[config.mk]
export PLATFORM = sky130hd
export DESIGN_NAME = alu_pipelined_core
export DESIGN_NICKNAME = d
export VERILOG_FILES = /design/src/rtl/alu_pipelined_core.sv
export SDC_FILE = /design/constraint.sdc
export NUM_CORES = 1
export LEC_CHECK = 0
export ABC_CLOCK_PERIOD_IN_PS = 5900
export CAP_MARGIN = 5
export CORE_MARGIN = 10
export CORE_UTILIZATION = 55
export DETAILED_ROUTE_END_ITERATION = 10
export DONT_BUFFER_PORTS = 1
export PLACE_DENSITY = 0.7
export SLEW_MARGIN = 5
export SYNTH_ARGS = -nofsm -noshare
export SYNTH_HDL_FRONTEND = slang
export SYNTH_SLANG_ARGS = --single-unit
[constraint.sdc]
create_clock -name clk -period 5.9 [get_ports clk]
set_input_delay 1.18 -clock clk [delete_from_list [all_inputs] [get_ports clk]]
set_output_delay 1.18 -clock clk [all_outputs]
set_load 0.02 [all_outputs]
[src/rtl/alu_pipelined_core.sv]
// Queued ALU: commands are buffered in a FIFO and executed in order by a small
// IDLE/EXEC/MUL_WAIT sequencer; FLUSH bypasses the queue and aborts in-flight work.
module alu_pipelined_core #(
  parameter int unsigned DATA_WIDTH  = 8,
  parameter int unsigned FIFO_DEPTH  = 4,
  parameter int unsigned MUL_LATENCY = 3
) (
  input  logic                          clk,
  input  logic                          rst,
  input  logic                          valid,
  output logic                          ready,
  input  logic [2:0]                    op,
  input  logic [DATA_WIDTH-1:0]         a,
  input  logic [DATA_WIDTH-1:0]         b,
  output logic                          done,
  output logic [2*DATA_WIDTH-1:0]       result,
  output logic                          illegal_op,
  output logic [$clog2(FIFO_DEPTH):0]   fifo_count
);

  localparam int unsigned AW = $clog2(FIFO_DEPTH);
  localparam int unsigned RW = 2 * DATA_WIDTH;
  localparam int unsigned CW = (MUL_LATENCY > 1) ? $clog2(MUL_LATENCY) : 1;

  typedef enum logic [2:0] {
    OP_NOP   = 3'b000,
    OP_ADD   = 3'b001,
    OP_AND   = 3'b010,
    OP_XOR   = 3'b011,
    OP_MUL   = 3'b100,
    OP_FLUSH = 3'b101
  } op_e;

  typedef enum logic [1:0] {
    S_IDLE,
    S_EXEC,
    S_MUL_WAIT
  } state_e;

  logic [2:0]            r_op_mem [FIFO_DEPTH];
  logic [DATA_WIDTH-1:0] r_a_mem  [FIFO_DEPTH];
  logic [DATA_WIDTH-1:0] r_b_mem  [FIFO_DEPTH];

  logic [AW-1:0] r_wptr;
  logic [AW-1:0] r_rptr;
  logic [AW:0]   r_count;
  logic          r_up;
  state_e        r_state;
  logic [CW-1:0] r_cnt;
  logic [RW-1:0] r_res;
  logic          r_done;
  logic [RW-1:0] r_result;
  logic          r_illegal;

  logic                  w_full;
  logic                  w_accept;
  logic                  w_flush;
  logic                  w_push;
  logic                  w_pop;
  logic [2:0]            w_head_op;
  logic [DATA_WIDTH-1:0] w_head_a;
  logic [DATA_WIDTH-1:0] w_head_b;
  logic [RW-1:0]         w_alu;

  assign w_full     = (r_count == (AW+1)'(FIFO_DEPTH));
  assign ready      = r_up && !w_full;
  assign w_accept   = valid && ready;
  assign w_flush    = w_accept && (op == OP_FLUSH);
  assign w_push     = w_accept && (op != OP_FLUSH);
  assign w_pop      = (r_state == S_IDLE) && (r_count != '0) && !w_flush;

  assign w_head_op  = r_op_mem[r_rptr];
  assign w_head_a   = r_a_mem[r_rptr];
  assign w_head_b   = r_b_mem[r_rptr];

  assign done       = r_done;
  assign result     = r_result;
  assign illegal_op = r_illegal;
  assign fifo_count = r_count;

  // Result is computed at pop time; MUL_WAIT only models the multiplier latency.
  always_comb begin
    w_alu = '0;
    case (w_head_op)
      OP_ADD:  w_alu = RW'(w_head_a) + RW'(w_head_b);
      OP_AND:  w_alu = RW'(w_head_a & w_head_b);
      OP_XOR:  w_alu = RW'(w_head_a ^ w_head_b);
      OP_MUL:  w_alu = RW'(w_head_a) * RW'(w_head_b);
      default: w_alu = '0;
    endcase
  end

  always_ff @(posedge clk) begin
    if (w_push) begin
      r_op_mem[r_wptr] <= op;
      r_a_mem[r_wptr]  <= a;
      r_b_mem[r_wptr]  <= b;
    end
  end

  always_ff @(posedge clk) begin
    if (!rst) begin
      r_wptr    <= '0;
      r_rptr    <= '0;
      r_count   <= '0;
      r_up      <= 1'b0;
      r_state   <= S_IDLE;
      r_cnt     <= '0;
      r_res     <= '0;
      r_done    <= 1'b0;
      r_result  <= '0;
      r_illegal <= 1'b0;
    end else begin
      r_up      <= 1'b1;
      r_done    <= 1'b0;
      r_illegal <= 1'b0;
      if (w_flush) begin
        // Flush wins over any pop and suppresses a completion due this edge.
        r_wptr  <= '0;
        r_rptr  <= '0;
        r_count <= '0;
        r_state <= S_IDLE;
        r_cnt   <= '0;
      end else begin
        if (w_push) r_wptr <= r_wptr + AW'(1);
        if (w_pop)  r_rptr <= r_rptr + AW'(1);
        case ({w_push, w_pop})
          2'b10:   r_count <= r_count + (AW+1)'(1);
          2'b01:   r_count <= r_count - (AW+1)'(1);
          default: r_count <= r_count;
        endcase

        case (r_state)
          S_IDLE: begin
            if (w_pop) begin
              r_res <= w_alu;
              case (w_head_op)
                OP_ADD, OP_AND, OP_XOR: r_state <= S_EXEC;
                OP_MUL: begin
                  r_state <= S_MUL_WAIT;
                  r_cnt   <= CW'(MUL_LATENCY - 1);
                end
                OP_NOP:  r_state <= S_IDLE;
                default: r_illegal <= 1'b1;
              endcase
            end
          end
          S_EXEC: begin
            r_done   <= 1'b1;
            r_result <= r_res;
            r_state  <= S_IDLE;
          end
          S_MUL_WAIT: begin
            if (r_cnt == '0) begin
              r_done   <= 1'b1;
              r_result <= r_res;
              r_state  <= S_IDLE;
            end else begin
              r_cnt <= r_cnt - CW'(1);
            end
          end
          default: r_state <= S_IDLE;
        endcase
      end
    end
  end

endmodule

; ---- Word-level counts from Yosys, hierarchy flattened
; Memory sizes are Yosys's and may differ from the RTL's. A register that Yosys moved wholly into a read port is not among the register bits.
; Cells that the tools add are included.
[classes]
n_addsub = 6
n_mul = 1
n_div = 0
n_lt_le_gt_ge = 0
eq_ne = 16
shift = 0
n_mux = 24
bitwise = 6
reduce_logical = 23
[ops]
columns = op, count
row1 = one-hot mux 16 bit (4 select lines), 1
row2 = one-hot mux 16 bit (2 select lines), 1
row3 = 2-to-1 mux 2 bit, 11
row4 = multiplier 8 x 8 -> 16 bit, 1
row5 = 2-to-1 mux 16 bit, 1
row6 = adder 8 x 8 -> 9 bit, 1
row7 = == test 3 bit (second input constant), 3
row8 = AND reduction 3 bit, 3
row9 = bitwise AND 8 bit, 1
row10 = one-hot mux 2 bit (2 select lines), 2
row11 = XOR 8 bit, 1
row12 = == test 3 x 2 -> 1 bit (second input constant), 2
row13 = logical AND 1 bit, 6
row14 = inequality test 2 bit (second input constant), 3
row15 = one-hot mux 2 bit (3 select lines), 1
row16 = one-hot mux 3 bit (2 select lines), 1
row17 = nonzero test 2 bit, 3
row18 = 2-to-1 mux 1 bit, 5
row19 = OR reduction 5 bit, 1
row20 = adder 2 x 1 -> 2 bit (second input constant), 2
row21 = == test 2 x 1 -> 1 bit (second input constant), 2
row22 = == test 2 bit (second input constant), 2
row23 = logical NOT 2 bit, 2
row24 = inequality test 4 x 1 -> 1 bit (second input constant), 1
row25 = 15 further kinds, 19
[totals]
ff_bits = 46
latch_bits = 0
ramBits = 76
romBits = 0
input_bits = 22
output_inout_bits = 22
word_cells = 89
memories = 3
[memory_table]
columns = name, depth, word_bits, rd, rd_ports_with_merged_regs, wr, line_no
row1 = r_a_mem, 4, 8, 1, 1, 1, 41  ; logic [DATA_WIDTH-1:0] r_a_mem [FIFO_DEPTH];
row2 = r_b_mem, 4, 8, 1, 1, 1, 42  ; logic [DATA_WIDTH-1:0] r_b_mem [FIFO_DEPTH];
row3 = r_op_mem, 4, 3, 1, 1, 1, 40  ; logic [2:0] r_op_mem [FIFO_DEPTH];

; ---- Logic depth before layout (Yosys ltp)
[depth]
depth_word = 9
depth_mapped = 18
mapped_depth_nobuf = 16

; ---- Least setup slack after synthesis
; OpenSTA, ideal clock, no wires.
[synth_path]
path_type = register to register
start = register with a tool-made name
end = register r_res[13]
setup_time_ns = 0.124
arrival_time_ns = 5.173
t_required_ns = 5.776
setup_slack_ns = 0.603
stages_incl_launch_ff = 17
n_path_buf = 2
synth_period_minus_slack_ns = 5.297
path_cell_list = dfxtp_1 -> buf_6 -> buf_2 -> mux4_2 -> ha_1 -> fa_1 -> fa_1 -> fa_1 -> inv_1 -> fa_1 -> inv_1 -> ha_1 -> and3_1 -> a221oi_1 -> o21ai_0 -> a311oi_1 -> o31ai_1
[synth_rtl]
columns = item, line_no
row1 = to (signal assigned), 136  ; r_res <= w_alu;
row2 = to (decl), 50  ; logic [RW-1:0] r_res;

==> impl_metrics.yaml <==
yosys:
  synth_fa_ha_area_share_pct: 18.9
  synthSimpleGateAreaFrac_pct: 13.3
  async_reset_ff_share_pct: 0
  synth_cells: 621
  ys_top_cells_by_area: "edfxtp_1 (31%), dfxtp_1 (13%), fa_1 (10%), ha_1 (8.7%), mux4_2 (5.1%)"
  synth_area_leader_cell: "edfxtp_1"
  synth_area_um2: 7450
  synthDistinctLibCells: 65
  synth_mux_area_share_pct: 8.59
  synth-main-ff-cell: "edfxtp_1"
  synth_top_family_by_area: "adder cells"
  synth-compound-area-share_pct: 9.45
  synth.net_count: 733
  syn_avg_cell_area_um2: 12.0
  synth_commonest_cells: "edfxtp_1 (76), inv_1 (62), and2_1 (55), ha_1 (52), dfxtp_1 (48)"
  synth_sequential_area_ratio_pct: 43.5
  yosysMostFrequentCell: "edfxtp_1"
  ys_ff_latch: 124
  synth_top_cell_area_share_pct: 30.6
  yosys_warnings: 0
  synthXorXnorAreaFrac_pct: 1.76
  synth_edf_count: 76
worst_hold_path:
  hp-start: "r_res[1]"
  worstHoldPathType: "register to register"
routing:
  drt_iter0_drc: 212
  drt_wl_total_mm: 15.0
  firstDrtPassIters: 4
  vias: 4665
  antenna_left: 0
  drc: 0
  post_drt_wl_per_cell_um: 18.4
  viasPerCell: 5.70
cells_and_area:
  postLayoutCoreUtil_pct: 61.8
  num_antenna_cells: 0
  drive_gt1_share_pct: 9.97
  instances_no_fill: 818
  nets: 741
  area_delta_synth_final_pct: 9.85
timing:
  setup_viol: 0
  min_period_ps: 5390
  drv_slew: 0
  tightest_slew_ps: 1040
  fmax_mhz: 186
  setup_tns_ps: 0
  hold_violations: 0
  fin_skew_ps: 10.5
  rsz0062_at_grt: "false"
  slew_headroom_pct: 30.8
  finalCritPeriodShare_pct: 91.4
global_route:
  grt_usage_pct: 17.1
  grt_pass1_wl_mm: 24.6
  grt_max_degree: 31
  grt-ovfl-total: 0
  grt_pass1_vias: 4877
  antenna_found_initial: 0
run:
  drv_cap: 0
cts:
  clockBufferDepth: 2
  cts_resized: 0
  clk_pin_slew_ps: 60
  h-tree-depth: 4
  insertion_delay_ps: 420
  cts_setup_buffers: 0
  cts-root-buf: "clkbuf_16"
  cts.sinks: 124
  cts_hold_buf: 0
  tritoncts: "built"
  cts_made_buffers: 17
setup_path:
  endpoint_kind: "register"
  crit_type: "register to register"
  start_kind: "register"
  cp.required_ps: 6200
  worstPathMaxFanout: 19
  arrival_ps: 5690
  ff2ff_setup_slack_ps: 510
placed_design:
  port_buffers: 0
  hpwl_mm: 11.4
  place.gp.congestion: 0.888
  placedCellCount: 786
floorplanning:
  num_rows: 42
  ios: 44
  core-area_um2: 13200
  dieArea_um2: 18600
  die_w_um: 136
  start_util_pct: 56.3
  die_h_um: 136
status:
  status: "complete, no violations"
==> per-stage QoR <==
| stage | hold slack [ps] | worst slack [ps] | area, um2 |
|---|---|---|---|
| floorplan | 425 | 603 | 7450 |
| global placement | 445 | 599 | 7630 |
| detailed placement | 446 | 472 | 7630 |
| CTS | 454 | 474 | 8190 |
| global route | 487 | 221 | 8190 |
| finish | 451 | 510 | 8190 |
==> routing by layer <==
metal  share of wire [%]  global-route usage, %  up-vias
li1                    -                      -     2241
met1                  43                   20.2     2319
met2                  50                   28.0       81
met3                 4.8                   5.50       24
met4                 2.2                   7.34        0
met5                   0                      0        -
==> state kept, by name, summed over array words and instances (netlist names), 3 cells and up, named ones only <==
register    flops
fifo_count      3
r_a_mem        32
r_b_mem        32
r_op_mem       12
r_res          16
result         16
==> cell usage in the layout, fill, tap and decap left out, types with 5 or more instances in the layout <==
cell / netlist / routed
a21o_1: 9 / 9
nand2_1: 41 / 41
o21ai_0: 17 / 17
clkbuf_16: 0 / 17
xnor2_1: 9 / 9
and2_1: 55 / 55
o31ai_1: 7 / 7
inv_6: 0 / 8
inv_1: 62 / 62
mux4_2: 17 / 17
xor2_1: 6 / 6
mux2i_1: 19 / 19
dfxtp_1: 48 / 48
ha_1: 52 / 52
nand3_1: 10 / 10
a21oi_1: 23 / 23
edfxtp_1: 76 / 76
nor2_1: 19 / 19
fa_1: 38 / 38
and3_1: 5 / 5
nor2b_1: 19 / 19
==> kinds of logic after synthesis <==
| group | Yosys count |
|---|---|
| adder cells (fa/ha/maj) | 90 |
| buffers and inverters | 78 |
| XOR/XNOR | 15 |
| AND/OR/NAND/NOR | 175 |
| multiplexers | 39 |
| AO/OA/AOI/OAI | 100 |
| flip-flops | 124 |
==> area by class of cell <==
type,instances,area (um2)
fill,1058,5050
multi-input combinational,419,3880
sequential,124,3240
clock buffer,18,429
inverter,62,233
tap,176,220
clock inverter,14,133
timing repair buffer,5,50.0
==> worst paths after layout <==
kind                            depth (start not counted)         to
worst max register to register                         16  r_res[13]
worst min-delay path                                    2   r_res[1]
worst max-delay path                                   16  r_res[13]
worst min register to register                          2   r_res[1]
==> critical path, cell delays in order, from the launching register on <==
cell and delay [ps]:
dfxtp_1 350, buf_12 200, mux4_1 740, nand2_1 150, fa_1 430, fa_1 510, inv_1 70, fa_1 530
inv_1 50, fa_1 530, inv_1 40, ha_1 350, a21o_1 220, a221oi_1 460, o21ai_0 230, a311oi_1 310
o31ai_1 110
Power is left out: the tool's default activity adds up to more than one toggle a clock period on the data nets, which glitch-free logic cannot reach.
